File: src/rtl/mult_div_unit.sv
// mult_div_unit: iterative multiply/divide unit holding the architectural HI/LO
// registers. It does shift-add multiplication and restoring division on operand
// magnitudes, one bit per cycle, and applies the MIPS sign rules in a final cycle.
module mult_div_unit #(
    parameter int DATA_WIDTH = 32
) (
    input  logic                  i_CLK,
    input  logic                  i_RST,
    input  logic                  i_Start,
    input  logic [1:0]            i_Op,
    input  logic [DATA_WIDTH-1:0] i_SrcA,
    input  logic [DATA_WIDTH-1:0] i_SrcB,
    input  logic                  i_WriteHi,
    input  logic                  i_WriteLo,
    input  logic [DATA_WIDTH-1:0] i_WriteData,
    output logic [DATA_WIDTH-1:0] o_HI,
    output logic [DATA_WIDTH-1:0] o_LO,
    output logic                  o_Busy,
    output logic                  o_Done
);

    localparam int CW = $clog2(DATA_WIDTH);

    typedef enum logic [1:0] {
        S_IDLE = 2'd0,
        S_RUN  = 2'd1,
        S_FIN  = 2'd2
    } state_t;

    state_t                  r_State;
    state_t                  w_NextState;
    logic [CW-1:0]           r_Count;
    logic                    r_IsDiv;
    logic                    r_SignA;
    logic                    r_SignB;
    logic [DATA_WIDTH-1:0]   r_A;
    logic [DATA_WIDTH-1:0]   r_B;
    logic [DATA_WIDTH-1:0]   r_RawA;
    logic [2*DATA_WIDTH-1:0] r_Acc;
    logic [DATA_WIDTH-1:0]   r_Rem;
    logic [DATA_WIDTH-1:0]   r_Quot;
    logic [DATA_WIDTH-1:0]   r_HI;
    logic [DATA_WIDTH-1:0]   r_LO;

    logic                    w_Signed;
    logic [DATA_WIDTH-1:0]   w_OpA;
    logic [DATA_WIDTH-1:0]   w_OpB;
    logic [DATA_WIDTH:0]     w_MulSum;
    logic [DATA_WIDTH:0]     w_DivShift;
    logic [DATA_WIDTH:0]     w_DivDiff;
    logic                    w_DivGe;
    logic [2*DATA_WIDTH-1:0] w_ProdNeg;
    logic [DATA_WIDTH-1:0]   w_ResHi;
    logic [DATA_WIDTH-1:0]   w_ResLo;

    // Operand preparation: signed ops iterate on magnitudes (0x80..0 maps to itself).
    assign w_Signed = ~i_Op[0];
    assign w_OpA    = (w_Signed && i_SrcA[DATA_WIDTH-1]) ? ('0 - i_SrcA) : i_SrcA;
    assign w_OpB    = (w_Signed && i_SrcB[DATA_WIDTH-1]) ? ('0 - i_SrcB) : i_SrcB;

    // One shift-add step: add the multiplicand when the current multiplier bit is set.
    assign w_MulSum = {1'b0, r_Acc[2*DATA_WIDTH-1:DATA_WIDTH]}
                    + (r_Acc[0] ? {1'b0, r_A} : '0);

    // One restoring-division step: the remainder is always below the divisor, so
    // the top bit of the trial difference is a clean borrow flag.
    assign w_DivShift = {r_Rem, r_Quot[DATA_WIDTH-1]};
    assign w_DivDiff  = w_DivShift - {1'b0, r_B};
    assign w_DivGe    = ~w_DivDiff[DATA_WIDTH];

    assign w_ProdNeg = '0 - r_Acc;

    // State register.
    always_ff @(posedge i_CLK) begin
        if (i_RST) begin
            r_State <= S_IDLE;
        end else begin
            r_State <= w_NextState;
        end
    end

    // Next-state logic: start is only honoured in IDLE, RUN lasts DATA_WIDTH cycles.
    always_comb begin
        w_NextState = r_State;
        case (r_State)
            S_IDLE:  if (i_Start) w_NextState = S_RUN;
            S_RUN:   if (r_Count == '0) w_NextState = S_FIN;
            S_FIN:   w_NextState = S_IDLE;
            default: w_NextState = S_IDLE;
        endcase
    end

    // Sign fix and divide-by-zero result, evaluated from the finished datapath.
    always_comb begin
        w_ResHi = r_Acc[2*DATA_WIDTH-1:DATA_WIDTH];
        w_ResLo = r_Acc[DATA_WIDTH-1:0];
        if (!r_IsDiv) begin
            if (r_SignA ^ r_SignB) begin
                w_ResHi = w_ProdNeg[2*DATA_WIDTH-1:DATA_WIDTH];
                w_ResLo = w_ProdNeg[DATA_WIDTH-1:0];
            end
        end else if (r_B == '0) begin
            w_ResHi = r_RawA;
            w_ResLo = '1;
        end else begin
            w_ResLo = (r_SignA ^ r_SignB) ? ('0 - r_Quot) : r_Quot;
            w_ResHi = r_SignA ? ('0 - r_Rem) : r_Rem;
        end
    end

    // Datapath: launch capture, per-cycle iteration, result writeback and MTHI/MTLO.
    always_ff @(posedge i_CLK) begin
        if (i_RST) begin
            r_Count <= '0;
            r_IsDiv <= 1'b0;
            r_SignA <= 1'b0;
            r_SignB <= 1'b0;
            r_A     <= '0;
            r_B     <= '0;
            r_RawA  <= '0;
            r_Acc   <= '0;
            r_Rem   <= '0;
            r_Quot  <= '0;
            r_HI    <= '0;
            r_LO    <= '0;
        end else begin
            case (r_State)
                S_IDLE: begin
                    if (i_Start) begin
                        r_IsDiv <= i_Op[1];
                        r_SignA <= w_Signed & i_SrcA[DATA_WIDTH-1];
                        r_SignB <= w_Signed & i_SrcB[DATA_WIDTH-1];
                        r_A     <= w_OpA;
                        r_B     <= w_OpB;
                        r_RawA  <= i_SrcA;
                        r_Acc   <= {{DATA_WIDTH{1'b0}}, w_OpB};
                        r_Rem   <= '0;
                        r_Quot  <= w_OpA;
                        r_Count <= CW'(DATA_WIDTH - 1);
                    end else begin
                        if (i_WriteHi) r_HI <= i_WriteData;
                        if (i_WriteLo) r_LO <= i_WriteData;
                    end
                end
                S_RUN: begin
                    if (r_IsDiv) begin
                        r_Rem  <= w_DivGe ? w_DivDiff[DATA_WIDTH-1:0]
                                          : w_DivShift[DATA_WIDTH-1:0];
                        r_Quot <= {r_Quot[DATA_WIDTH-2:0], w_DivGe};
                    end else begin
                        r_Acc <= {w_MulSum, r_Acc[DATA_WIDTH-1:1]};
                    end
                    if (r_Count != '0) r_Count <= r_Count - 1'b1;
                end
                S_FIN: begin
                    r_HI <= w_ResHi;
                    r_LO <= w_ResLo;
                end
                default: ;
            endcase
        end
    end

    assign o_HI   = r_HI;
    assign o_LO   = r_LO;
    assign o_Busy = (r_State != S_IDLE);
    assign o_Done = (r_State == S_FIN);

endmodule
File: config.mk
export PLATFORM = sky130hd
export DESIGN_NAME = mult_div_unit
export DESIGN_NICKNAME = d
export VERILOG_FILES = /design/src/rtl/mult_div_unit.sv
export SDC_FILE = /design/constraint.sdc
export NUM_CORES = 1
export LEC_CHECK = 0
export ABC_CLOCK_PERIOD_IN_PS = 3900
export CORE_ASPECT_RATIO = 1.25
export CORE_MARGIN = 3
export CORE_UTILIZATION = 59
export DETAILED_ROUTE_END_ITERATION = 7
export GPL_TIMING_DRIVEN = 1
export MAX_ROUTING_LAYER = met4
export PLACE_DENSITY = 0.89
export SYNTH_ARGS = -nofsm -noshare
export SYNTH_HDL_FRONTEND = slang
export SYNTH_SLANG_ARGS = --single-unit
export TNS_END_PERCENT = 50
File: constraint.sdc
create_clock -name i_CLK -period 3.9 [get_ports i_CLK]
set_input_delay 1.17 -clock i_CLK [delete_from_list [all_inputs] [get_ports i_CLK]]
set_output_delay 1.17 -clock i_CLK [all_outputs]
set_load 0.01 [all_outputs]
Word level (Yosys, flattened, before mapping)
Index checks and enable logic that the tools add are counted.
Word-level totals
  memory bits (writable): 0
  memory bits (read-only): 0
  word-level logic and storage cells: 85
  memories kept: 0
  bits in latches: 0
  input port bits: 103
  bits in registers: 298
Operators by class
  div/mod/pow operators: 0
  bitwise operators: 5
  shift-type cells: 0
  mux-type cells: 33
  $add $sub $neg: 8
  magnitude comparators: 0
  eq/ne operators: 10
  reduce and logical (&&, ||, !) cells: 16
  multiply operators: 0
Operators with widths (count)
  $mux W32: 20
  $pmux W32 S2: 4
  $mux W64: 2
  $pmux W64 S2: 1
  $sub A1 B32 Y32 const A: 4
  $sub A1 B64 Y64 const A: 1
  $add A32 B32 Y33: 1
  $sub A33 B32 Y33: 1
  $logic_not A32 Y1: 1
  $ne A2 B2 Y1 const B: 8
  $reduce_and A3 Y1: 5
  $mux W5: 2
  $pmux W5 S2: 1
  $reduce_bool A2 Y1: 3
  $logic_not A5 Y1: 1
  $reduce_bool A5 Y1: 1
  $sub A5 B1 Y5 const B: 1
  $mux W2: 2
  $pmux W2 S2: 1
  $reduce_and A2 Y1: 2
  $and A1 B1 Y1: 2
  $eq A2 B1 Y1 const B: 1
  $eq A2 B2 Y1 const B: 1
  $logic_and A1 B1 Y1: 2
  other kinds (3): 4

Depth between registers and ports, before layout
  depth after elaboration: 5
  gate-level depth with buffers: 14

Least setup slack after synthesis
No wires, ideal clock.
  path type: in2reg
  from: input i_SrcB[3]
  to: register r_Acc[27]
  required time: 3772 ps
  setup time: 128 ps
  data arrival time: 3222 ps
  path buffers: 0
  stages: 9
  setup slack: 551 ps
  cell sequence: or3_1 -> nor4b_2 -> nand4_1 -> or4_1 -> o31ai_1 -> xor2_1 -> a21oi_1 -> a21oi_1 -> nor2_1
On the way
  longest elaborated chain between the ends: 4
Ends and longest elaborated chain
  from (decl): RTL line 12  | input logic [DATA_WIDTH-1:0] i_SrcB,
  $sub A1 B32 Y32: RTL line 59  | assign w_OpB = (w_Signed && i_SrcB[DATA_WIDTH-1]) ? ('0 - i_SrcB) : i_SrcB;
  $mux W32: RTL line 59
  $mux W64: RTL line 129  | if (i_Start) begin
  $pmux W64 S2: RTL line 127  | case (r_State)
  to (signal assigned): RTL line 136  | r_Acc <= {{DATA_WIDTH{1'b0}}, w_OpB};
  to (signal assigned): RTL line 151  | r_Acc <= {w_MulSum, r_Acc[DATA_WIDTH-1:1]};
  to (decl): RTL line 39  | logic [2*DATA_WIDTH-1:0] r_Acc;
No other way between the ends. The select of a mux whose other input is x is not followed.
A chain may end at the register's enable or synchronous reset.

Worst setup path after layout
  from: register r_Acc[0]
  to: register r_Acc[56]
On the way
  longest elaborated chain between the ends: 4
Ends and longest elaborated chain
  $mux W32: RTL line 63  | + (r_Acc[0] ? {1'b0, r_A} : '0);
  $add A32 B32 Y33: RTL line 63
  $mux W64: RTL line 146  | if (r_IsDiv) begin
  $pmux W64 S2: RTL line 127
No other way between the ends. The select of a mux whose other input is x is not followed.

==> flow_summary.ini <==
[run_status]
status = finished, violations left
violations = DRC

[worst_setup_path]
r2r_end = r_Acc[56]$_SDFFE_PP0P_
r2r_slack_ns = 0.23
critPathMaxFanout = 21
worst_r2r_path_depth = 12
start_kind = flop
endpoint_kind = flop
required_ns = 4.37
rr_startpoint = r_Acc[0]$_SDFFE_PP0P_
path_class = flop to flop
crit_arrival_ns = 4.15

[detailed_routing]
wl_per_cell_um = 21.75
firstDrtPassIters = 8
vias_per_cell = 6.632
drtIter0Drc = 2863
final_antenna_net_count = 0
drc = 1
dr_total_vias = 21030
routed_wl_mm = 68.95

[final_layout]
final_layout_size_suffix_gt1_frac = 0.06795
mostFrequentLayoutCells = nor2_1, dfxtp_1, nand2_1
n_fill_cell = 2623
syn2layout_area_growth_pct = 16.95
final_nets = 2906
final_common_cell = nor2_1
diodes = 0
finish.instance_area_mm2 = 0.02305

[worst_hold_path]
holdPathEnd = r_RawA[29]$_SDFFE_PP0P_
hold_path_depth = 2
hp-class = flop to flop
min_from = r_RawA[29]$_SDFFE_PP0P_

[clock_tree]
hold_buffers = 0
numCtsBuffers = 30
clockBufferDepth = 3
clock_latency_ns = 0.59
cts_root_buf = clkbuf_16
htreeDepth = 1
cts.sinks = 297
path_clk_slew_ns = 0.07
post_cts_buffers = 0
cts_resized = 0
cts_tree = yes

[timing]
drv_slew = 0
rsz0062_at_grt = false
max_slew_margin = 0.1601
setup_viol = 0
finClkSkew_ns = 0.01116
min_period_over_period = 0.9422
tightest_slew_ns = 1.255
setup_ws_ns = 0.2254
finalCriticalPeriod_ns = 3.675
finalHoldViolations = 0
hold_ws_ns = 0.4519
fmax_mhz = 272.1

[floorplanning]
start_util = 0.6015
dieHeight_um = 210.4
die_w_um = 169.5
io_pins = 169
core_mm2 = 0.03278
die_area_mm2 = 0.03566
placementRows = 74

[place]
preCtsSetupSlack_ns = -0.1240
place_congestion = 1.054
dpl.hpwl_mm = 51.70
placed_cell_area_mm2 = 0.02203
io_buffers = 168

[grt]
first_global_vias = 19680
gr-usage-all-layers = 0.3825
grt_overflow = 0
grt_max_degree = 159
grt_antenna_before_repair = 0
grt_pass1_wl_mm = 107.1

[synthesis]
yosys.area_share.simple = 0.2168
post_synth.cell_area_avg_um2 = 7.530
synthDistinctLibCells = 81
synth_top_family_by_area = compound AO/OA/AOI/OAI gates
yosysSeqAreaShare = 0.3016
synthMuxAreaShare = 0.01682
netlist_instances = 2618
syn_area_mm2 = 0.01971
synth-seq-cells = 297
synth_nets = 2794
ys_warn_count = 0
synth_compound_area_frac = 0.2680
async_flop_share = 0
synth_ff_type = dfxtp_1
synth_enable_flop_cells = 0
synth_adder_area_share = 0.04709
synth-xor-area-share = 0.1026

[pwr]
pwr_density_cell_mw_per_mm2 = 395.8
vdd_ir_drop_max_mv = 0.3475
leakagePower_nw = 9.140

[job]
maxCapViolations = 0
-- cell type report --
class / instances / area (um2) / share of cell area
inverters: 69 / 259.0 / 0.01123
clock inverters: 14 / 181.4 / 0.007869
clock buffers: 40 / 839.6 / 0.03642
repair buffers: 256 / 2394 / 0.1038
multi-input cells: 2076 / 12910 / 0.5600
flip-flops and latches: 297 / 5948 / 0.2580
well taps: 418 / 523.0 / 0.02269
-- worst max-delay path: stages (launching register included) --
cell	delay (ns)
dfxtp_2	0.40
buf_4	0.22
and2_1	0.18
ha_1	0.35
and4_1	0.22
nand2_1	0.07
a211oi_1	0.48
o21ai_0	0.32
a2bb2oi_1	0.54
o21bai_1	0.11
a21boi_0	0.27
o21ai_0	0.13
a32o_1	0.27
-- how the worst max path moves through the flow --
stage	from	end	slack [ns]	cells past startpoint
after floorplan	i_SrcB[3]	r_Acc[27]$_SDFFE_PP0P_	0.55	9
after global placement	i_SrcB[3]	r_Acc[27]$_SDFFE_PP0P_	-0.07	11
after detailed placement	i_SrcB[3]	r_Acc[27]$_SDFFE_PP0P_	-0.12	11
after CTS	r_Acc[0]$_SDFFE_PP0P_	r_Acc[56]$_SDFFE_PP0P_	0.28	12
after global routing	r_Acc[0]$_SDFFE_PP0P_	r_Acc[62]$_SDFFE_PP0P_	0.09	12
final	r_Acc[0]$_SDFFE_PP0P_	r_Acc[56]$_SDFFE_PP0P_	0.23	12
-- through the flow --
stage          setup TNS (ns)  utilization  instances  total power, mW
5_1_grt                     0       0.7034       3170            9.452
4_1_cts                     0       0.7034       3170            9.017
3_3_place_gp         -0.08051       0.6722       3116            5.934
6_report                    0       0.7034       3170            9.125
3_5_place_dp          -0.2972       0.6722       3116            6.022
2_1_floorplan               0            -       2618            5.120
-- where the power goes --
part / internal, mW / switching (mW)
clock network: 1.77 / 1.29
logic: 0.965 / 1.50
registers: 3.30 / 0.301
total: 6.03 / 3.09
-- sequential cells by signal (all words and copies together) (netlist names), 2 cells and up --
| name | flops |
|---|---|
| r_B | 32 |
| r_Quot | 32 |
| r_Acc | 64 |
| o_HI | 32 |
| r_Rem | 32 |
| r_RawA | 31 |
| r_Count | 5 |
| r_State | 2 |
| o_LO | 32 |
| r_A | 32 |
-- cell usage after synthesis (11+ instances only) --
cell	instances	area, um2
mux2i_1	32	320.3
o21a_1	12	90.09
a31oi_1	23	143.9
nor2_1	364	1366
or2_2	14	87.58
a311oi_1	36	315.3
or3_1	17	106.4
xor2_1	122	1069
o221ai_1	23	201.4
o31ai_1	28	210.2
clkbuf_1	161	604.3
xnor2_1	109	954.7
nand2_1	271	1017
a22oi_1	14	105.1
nor4_1	28	175.2
nor2b_1	16	100.1
a21o_1	30	225.2
inv_1	69	259.0
nand4_1	11	68.82
o211ai_1	28	210.2
a211oi_1	126	945.9
o41ai_1	15	131.4
nor3_1	45	225.2
a21oi_1	252	1261
ha_1	71	888.4
and2_1	42	262.8
nand3_1	37	185.2
nand2b_1	18	112.6
or4_1	14	105.1
and3_1	15	93.84
o21ai_0	136	680.7
dfxtp_1	297	5946
-- metal layers --
metal	track usage	wire length (um)	vias up
li1	-	-	9632
met1	0.4604	25420	9774
met2	0.6228	32110	1302
met3	0.05384	6777	317
met4	0.2012	4651	0
met5	-	0	-
-- cells by family (layout without fill, tap and decap cells) --
family	Yosys count	in the layout
flops	297	297
simple gates	928	928
mux	33	33
xor+xnor	231	231
buf+inv	245	379
fa+ha+maj	73	73
compound gates	811	811
Note: power is estimated with default switching activity, not from simulation.
